[config.mk]
export PLATFORM = sky130hd
export DESIGN_NAME = ps2_key_ctrl_flat
export DESIGN_NICKNAME = d
export VERILOG_FILES = /design/src/rtl/ps2_key_ctrl_if.sv /design/src/rtl/ps2_key_ctrl.sv /design/src/flat_wrapper.sv
export SDC_FILE = /design/constraint.sdc
export NUM_CORES = 1
export LEC_CHECK = 0
export ABC_AREA = 0
export CAP_MARGIN = 0
export CORE_ASPECT_RATIO = 1.1
export CORE_MARGIN = 2
export CORE_UTILIZATION = 47
export CTS_CLUSTER_SIZE = 12
export DETAILED_ROUTE_END_ITERATION = 10
export HOLD_SLACK_MARGIN = 0.05
export PLACE_DENSITY_LB_ADDON = 0.12
export SLEW_MARGIN = 10
export SYNTH_ARGS = -nofsm -noshare
export SYNTH_HDL_FRONTEND = slang
export SYNTH_SLANG_ARGS = --single-unit
[constraint.sdc]
create_clock -name clk -period 2.71 [get_ports clk]
set_input_delay 0.542 -clock clk [delete_from_list [all_inputs] [get_ports clk]]
set_output_delay 0.542 -clock clk [all_outputs]
set_load 0.02 [all_outputs]
[src/rtl/ps2_key_ctrl_if.sv]
// PS/2 key controller bus: receiver FIFO head/handshake plus decoded key events.
// master = the key controller, slave = the receiver/consumer side.
interface ps2_key_ctrl_if #(
  parameter int CNT_W = 8
);
  // receiver FIFO side
  logic [7:0]       scan_code;
  logic             ready;
  logic             overflow;
  logic             nextdata_n;
  // decoded event side
  logic             key_valid;
  logic [7:0]       key_code;
  logic             key_ext;
  logic             key_break;
  logic             key_held;
  logic [CNT_W-1:0] press_count;
  logic             ovf_err;

  modport master (
    input  scan_code, ready, overflow,
    output nextdata_n, key_valid, key_code, key_ext, key_break,
           key_held, press_count, ovf_err
  );

  modport slave (
    output scan_code, ready, overflow,
    input  nextdata_n, key_valid, key_code, key_ext, key_break,
           key_held, press_count, ovf_err
  );
endinterface

[src/rtl/ps2_key_ctrl.sv]
// PS/2 scan-code set 2 key controller.
// Pops bytes from the keyboard receiver FIFO (one per 3 cycles max), folds
// E0/F0 prefixes into flags, swallows the 7 trailing bytes of the E1 Pause
// sequence, and emits one key_valid pulse per press/release event.
// Optional build macro PS2_TYPEMATIC_FILTER_EN: drop auto-repeat presses of
// the key that is already held.
module ps2_key_ctrl #(
  parameter int CNT_W = 8
) (
  input logic            clk,
  input logic            rst_n,
  ps2_key_ctrl_if.master bus
);

  typedef enum logic [1:0] {
    IDLE   = 2'd0,
    POP    = 2'd1,
    SETTLE = 2'd2
  } state_e;

  localparam logic [7:0] B_EXT   = 8'hE0;
  localparam logic [7:0] B_BRK   = 8'hF0;
  localparam logic [7:0] B_PAUSE = 8'hE1;

  // fetch FSM
  state_e           state_q, state_d;
  logic             armed_q;
  logic [7:0]       byte_q, byte_d;
  logic             nextdata_n_q, nextdata_n_d;

  // decode state
  logic             ext_q, ext_d;
  logic             brk_q, brk_d;
  logic [2:0]       skip_q, skip_d;
  logic [8:0]       hreg_q, hreg_d;
  logic             held_q, held_d;

  // event outputs
  logic             valid_q, valid_d;
  logic [7:0]       code_q, code_d;
  logic             kext_q, kext_d;
  logic             kbrk_q, kbrk_d;
  logic [CNT_W-1:0] cnt_q, cnt_d;
  logic             ovf_q;

  // event candidate produced by the byte decoder
  logic             ev_fire;
  logic             ev_ext;
  logic             ev_brk;
  logic [7:0]       ev_code;
  logic             suppress;

  // Fetch FSM next state: pop at most one byte, then settle one cycle so the
  // receiver has time to advance its head before we look at ready again.
  // armed_q delays the first pop to the second edge after reset release.
  always_comb begin
    state_d      = state_q;
    byte_d       = byte_q;
    nextdata_n_d = 1'b1;
    case (state_q)
      IDLE: begin
        if (armed_q && bus.ready) begin
          state_d      = POP;
          byte_d       = bus.scan_code;
          nextdata_n_d = 1'b0;
        end
      end
      POP:     state_d = SETTLE;
      SETTLE:  state_d = IDLE;
      default: state_d = IDLE;
    endcase
  end

  // Fetch FSM registers; nextdata_n is registered so it is low for exactly
  // the POP cycle.
  always_ff @(posedge clk or negedge rst_n) begin
    if (!rst_n) begin
      state_q      <= IDLE;
      armed_q      <= 1'b0;
      byte_q       <= 8'h00;
      nextdata_n_q <= 1'b1;
    end else begin
      state_q      <= state_d;
      armed_q      <= 1'b1;
      byte_q       <= byte_d;
      nextdata_n_q <= nextdata_n_d;
    end
  end

  // Byte decoder: prefixes update flags, Pause loads the skip counter,
  // anything else becomes a press/release event candidate.
  always_comb begin
    ext_d   = ext_q;
    brk_d   = brk_q;
    skip_d  = skip_q;
    ev_fire = 1'b0;
    ev_ext  = 1'b0;
    ev_brk  = 1'b0;
    ev_code = 8'h00;
    if (state_q == POP) begin
      if (skip_q != 3'd0) begin
        // tail of the Pause sequence: popped but never decoded
        skip_d = skip_q - 3'd1;
      end else begin
        case (byte_q)
          B_EXT: ext_d = 1'b1;
          B_BRK: brk_d = 1'b1;
          B_PAUSE: begin
            ev_fire = 1'b1;
            ev_code = B_PAUSE;
            skip_d  = 3'd7;
          end
          default: begin
            ev_fire = 1'b1;
            ev_ext  = ext_q;
            ev_brk  = brk_q;
            ev_code = byte_q;
            ext_d   = 1'b0;
            brk_d   = 1'b0;
          end
        endcase
      end
    end
  end

  // Auto-repeat filter: a press of the key already held is a typematic repeat.
`ifdef PS2_TYPEMATIC_FILTER_EN
  assign suppress = held_q && (hreg_q == {ev_ext, ev_code});
`else
  assign suppress = 1'b0;
`endif

  // Event application: drive the event outputs, track the held key and
  // count presses. Outputs hold their last event until the next one.
  always_comb begin
    valid_d = 1'b0;
    code_d  = code_q;
    kext_d  = kext_q;
    kbrk_d  = kbrk_q;
    hreg_d  = hreg_q;
    held_d  = held_q;
    cnt_d   = cnt_q;
    if (ev_fire) begin
      if (ev_brk) begin
        valid_d = 1'b1;
        code_d  = ev_code;
        kext_d  = ev_ext;
        kbrk_d  = 1'b1;
        // only releasing the held key clears key_held
        if (hreg_q == {ev_ext, ev_code}) held_d = 1'b0;
      end else if (!suppress) begin
        valid_d = 1'b1;
        code_d  = ev_code;
        kext_d  = ev_ext;
        kbrk_d  = 1'b0;
        hreg_d  = {ev_ext, ev_code};
        held_d  = 1'b1;
        cnt_d   = cnt_q + CNT_W'(1);
      end
    end
  end

  // Decode and event registers; everything updates on the POP->SETTLE edge.
  always_ff @(posedge clk or negedge rst_n) begin
    if (!rst_n) begin
      ext_q   <= 1'b0;
      brk_q   <= 1'b0;
      skip_q  <= 3'd0;
      hreg_q  <= 9'h000;
      held_q  <= 1'b0;
      valid_q <= 1'b0;
      code_q  <= 8'h00;
      kext_q  <= 1'b0;
      kbrk_q  <= 1'b0;
      cnt_q   <= '0;
    end else begin
      ext_q   <= ext_d;
      brk_q   <= brk_d;
      skip_q  <= skip_d;
      hreg_q  <= hreg_d;
      held_q  <= held_d;
      valid_q <= valid_d;
      code_q  <= code_d;
      kext_q  <= kext_d;
      kbrk_q  <= kbrk_d;
      cnt_q   <= cnt_d;
    end
  end

  // Sticky receiver-overflow flag, cleared only by reset.
  always_ff @(posedge clk or negedge rst_n) begin
    if (!rst_n) ovf_q <= 1'b0;
    else        ovf_q <= ovf_q | bus.overflow;
  end

  assign bus.nextdata_n  = nextdata_n_q;
  assign bus.key_valid   = valid_q;
  assign bus.key_code    = code_q;
  assign bus.key_ext     = kext_q;
  assign bus.key_break   = kbrk_q;
  assign bus.key_held    = held_q;
  assign bus.press_count = cnt_q;
  assign bus.ovf_err     = ovf_q;

endmodule

[src/flat_wrapper.sv]
// flat-port wrapper written by rule: the top's interface ports become plain ports
module ps2_key_ctrl_flat 
#(
  parameter int CNT_W = 8
)
  (clk, rst_n, bus_scan_code, bus_ready, bus_overflow, bus_nextdata_n, bus_key_valid, bus_key_code, bus_key_ext, bus_key_break, bus_key_held, bus_press_count, bus_ovf_err);
  ps2_key_ctrl_if #(.CNT_W(CNT_W)) bus_i ();
  input logic clk;
  input logic rst_n;
  input wire logic [$bits(bus_i.scan_code)-1:0] bus_scan_code;
  input wire logic [$bits(bus_i.ready)-1:0] bus_ready;
  input wire logic [$bits(bus_i.overflow)-1:0] bus_overflow;
  output wire logic [$bits(bus_i.nextdata_n)-1:0] bus_nextdata_n;
  output wire logic [$bits(bus_i.key_valid)-1:0] bus_key_valid;
  output wire logic [$bits(bus_i.key_code)-1:0] bus_key_code;
  output wire logic [$bits(bus_i.key_ext)-1:0] bus_key_ext;
  output wire logic [$bits(bus_i.key_break)-1:0] bus_key_break;
  output wire logic [$bits(bus_i.key_held)-1:0] bus_key_held;
  output wire logic [$bits(bus_i.press_count)-1:0] bus_press_count;
  output wire logic [$bits(bus_i.ovf_err)-1:0] bus_ovf_err;
  assign bus_i.scan_code = bus_scan_code;
  assign bus_i.ready = bus_ready;
  assign bus_i.overflow = bus_overflow;
  assign bus_nextdata_n = bus_i.nextdata_n;
  assign bus_key_valid = bus_i.key_valid;
  assign bus_key_code = bus_i.key_code;
  assign bus_key_ext = bus_i.key_ext;
  assign bus_key_break = bus_i.key_break;
  assign bus_key_held = bus_i.key_held;
  assign bus_press_count = bus_i.press_count;
  assign bus_ovf_err = bus_i.ovf_err;
  ps2_key_ctrl #(.CNT_W(CNT_W)) u_core (.clk(clk), .rst_n(rst_n), .bus(bus_i));
endmodule
==> results by group <==
Synthesis
  – Largest family of logic cells by synthesized area: simple AND/OR/NAND/NOR gates
  – Asr flop ratio synth: 100.0%
  – Mux cell area share after synthesis: 8.358%
  – Post-synth EDFFs: 0
  – Mean Syn Cell Area: 12.03 sq um
  – Synth unique cells: 46
  – YS warnings: 0
  – Register area share after synthesis: 55.00%
  – Post-synth top area cell: dfrtp_1
  – Yosys reg bits: 47
  – Dominant synthesized flop cell: dfrtp_1
  – Xor-xnor portion of the synthesized cell area: 5.728%
  – Post-synthesis simple-gate area fraction: 16.36%
  – Synthesized area: 2141 sq um
  – Top cell type's share of synthesized area: 53.77%
  – Synth Area in Compound Gates: 9.936%
  – Synth top area cells: dfrtp_1, nand2_1, xnor2_1
  – Mapped Nets: 193
  – Adder-Cell Fraction of Synth Area: 1.753%
  – Syn Inst Count: 178

Pwr
  – PwrDens: 874.0 nW/um^2
  – LEAKAGE: 1.133 nW
  – Pwr Total: 2.275 mW
  – Reg power frac: 48.8%
  – Maximum vdd ir drop: 452.4 uV
  – Clock Power Share: 17.7%
  – Sw frac: 34.66%
  – Cell internal pwr: 1.486 mW
  – Combinational Power Share: 33.5%
  – Switch Pwr: 788.4 uW

CTS
  – Sink Count: 47
  – Clock buffer depth: 2
  – Post-CTS Resized: 0
  – Worst-path clk slew: 0.08 ns
  – Clock tree from TritonCTS: done
  – Num CTS Buffers: 5
  – Clk root buf: clkbuf_8
  – H-tree Lvls: 2
  – Setup Buffers After CTS: 0
  – Cts hold-fix bufs: 0
  – Skew-Pair Late Insertion Delay: 0.30 ns

Global routing
  – Antenna violations before repair: 0
  – Met3 Resource Use GR: 4.484%
  – Vias in the first global route: 1527
  – Met1 usage: 23.89%
  – Grt met2 use: 31.93%
  – Total global routing track utilization: 18.96%
  – Busiest layer in global routing: met2
  – First-pass GRT wire length: 7141 um
  – Pin count of the biggest net entering global routing: 30
  – Grt total ovfl: 0

Final layout
  – Area of the multi-input gates: 905.9 sq um
  – FF/Latch Area: 1177 sq um
  – Fill count: 362
  – Area grow syn2layout: 21.57%
  – Ratio of cells with drive above 1 in the final layout: 14.75%
  – Commonest non-fill, non-tap cell in the layout: dfrtp_1
  – Most frequent cells in the layout: dfrtp_1, clkdlybuf4s50_1, nand2_1
  – N_diodes: 0
  – Final nets: 231

STA
  – Slew headroom: 57.50%
  – Slew Limit Fails: 0
  – Setup tns final: 0 ns
  – Fin. Hold Viols: 0
  – RSZ-0062 raised after global routing: no
  – Final setup viols: 0
  – FMAX: 412.4 MHz
  – Period utilization: 89.48%
  – Clock Skew: 0.004178 ns
  – Fin crit period: 2.425 ns
  – Slew at the pin closest to its max-slew limit: 0.6375 ns

Die
  – Die height: 74.79 um
  – Core box area: 4348 sq um
  – Site Rows: 25
  – Die span in x: 68.35 um
  – Initial Util: 49.24%
  – # IOs: 34
  – Die footprint: 5112 sq um

Setup path
  – Setup CP Type: register to register
  – Critical path origin: u_core.skip_q[0]$_DFFE_PN0P_
  – CP cell instances: inv_1 > ha_1 > and4bb_1 > o31ai_4 > inv_2 > nand4_1 > o41ai_1 > o211ai_1
  – CP max stage delay: 0.44 ns
  – Worst Path Max Fanout: 11
  – Startpoint types: register
  – Arr. time, crit path: 2.58 ns
  – Nature of the critical path endpoint: register
  – Reg2reg start: u_core.skip_q[0]$_DFFE_PN0P_
  – Worst Path Required: 2.86 ns
  – R2R Setup Slk: 0.28 ns
  – Crit-path slowest cell: and4bb_1

Min path
  – Hold Crit Class: primary input to asynchronous set/reset pin

Drt
  – Antenna-violating nets left: 0
  – Routed length per instance: 15.20 um
  – Residual DRC: 0
  – DR vias/cell: 5.317
  – Via count: 1441
  – DRT iter0 DRCs: 74
  – Drt pass-1 iters: 4
  – Total routed wirelength: 4118 um

Place
  – GP Congestion: 0.7759
  – IO buf count: 33
  – Dpl hpwl: 2931 um

Status
  – Status: completed

Job
  – Max cap viols: 0
layout make-up:
type                       instances  area share [%]
sequential                        47           45.24
multi-input combinational        120           34.81
timing repair buffer              36           13.37
clock buffer                       7           2.933
tap                               54           2.596
inverter                           6          0.8654
clock inverter                     1          0.1923
cells in the mapped netlist, types with 3 or more instances:
cell / n
dfrtp_1: 46
nand2_1: 27
xnor2_1: 11
mux2_2: 8
mux2_1: 7
nor2_1: 7
inv_1: 5
o21ai_0: 5
nand3_1: 4
nor3_1: 4
a21oi_1: 3
a22o_1: 3
a31oi_1: 3
ha_1: 3
nand2b_1: 3
xor2_1: 3
layer usage:
| metal | part of all wire [%] | routed length, um |
|---|---|---|
| met1 | 45 | 1838 |
| met3 | 4.0 | 164 |
| met4 | 1.4 | 59 |
| met2 | 50 | 2056 |
| met5 | 0 | 0 |
worst max-delay path: cells and delay by family, from the launching register on:
kind                     cells  cell delay (ns)
adder cells (fa/ha/maj)      1             0.25
AND/OR/NAND/NOR              2             0.55
AO/OA/AOI/OAI                3             0.79
flip-flops                   1             0.38
buffers and inverters        2             0.31
power groups by stage:
stage	Clock (mW)	Sequential [mW]	Combinational [mW]
finish	0.402	1.11	0.763
global route	0.447	1.14	0.840
CTS	0.412	1.11	0.774
detailed placement	0	1.12	0.768
global placement	0	1.11	0.747
floorplan	0	1.18	0.383
final timing paths:
check,to,cells after the start
min in group clk,u_core.bus.press_count[7]$_DFFE_PN0P_,1
worst min-delay path,u_core.bus.ovf_err$_DFF_PN0_,1
worst max register to register,u_core.bus.key_held$_DFFE_PN0P_,8
worst min register to register,u_core.bus.press_count[7]$_DFFE_PN0P_,1
worst max-delay path,u_core.bus.key_held$_DFFE_PN0P_,8
max in group asynchronous,u_core.skip_q[0]$_DFFE_PN0P_,2
metrics by stage:
| step | util [%] | setup WS (ns) | std cells | hold WS, ns | area [sq um] |
|---|---|---|---|---|---|
| after floorplan | - | 0.7245 | 178 | 0.2464 | 2141 |
| after global placement | 57.99 | 0.5390 | 263 | 0.4576 | 2521 |
| after CTS | 59.86 | 0.3372 | 271 | 0.2789 | 2603 |
| final | 59.86 | 0.2850 | 271 | 0.2593 | 2603 |
| after detailed placement | 57.99 | 0.4329 | 263 | 0.4551 | 2521 |
| after global routing | 59.86 | 0.1926 | 271 | 0.3064 | 2603 |
logic make-up (layout without fill, tap and decap cells):
logic type | count (synthesis) | after routing
AOI/OAI and AO/OA | 25 | 25
xor gates and xnor gates | 14 | 14
adders and majority gates | 3 | 3
buffers and inverters | 11 | 50
DFF | 47 | 47
muxes | 16 | 16
other | 1 | 1
and+or+nand+nor | 61 | 61
registers in the layout (all words and copies together) (netlist names), 2 cells and up:
signal and flops:
u_core.bus.key_code 8, u_core.bus.press_count 8, u_core.byte_q 8, u_core.hreg_q 9, u_core.skip_q 3, u_core.state_q 2
(Power assumes the default switching activity.)
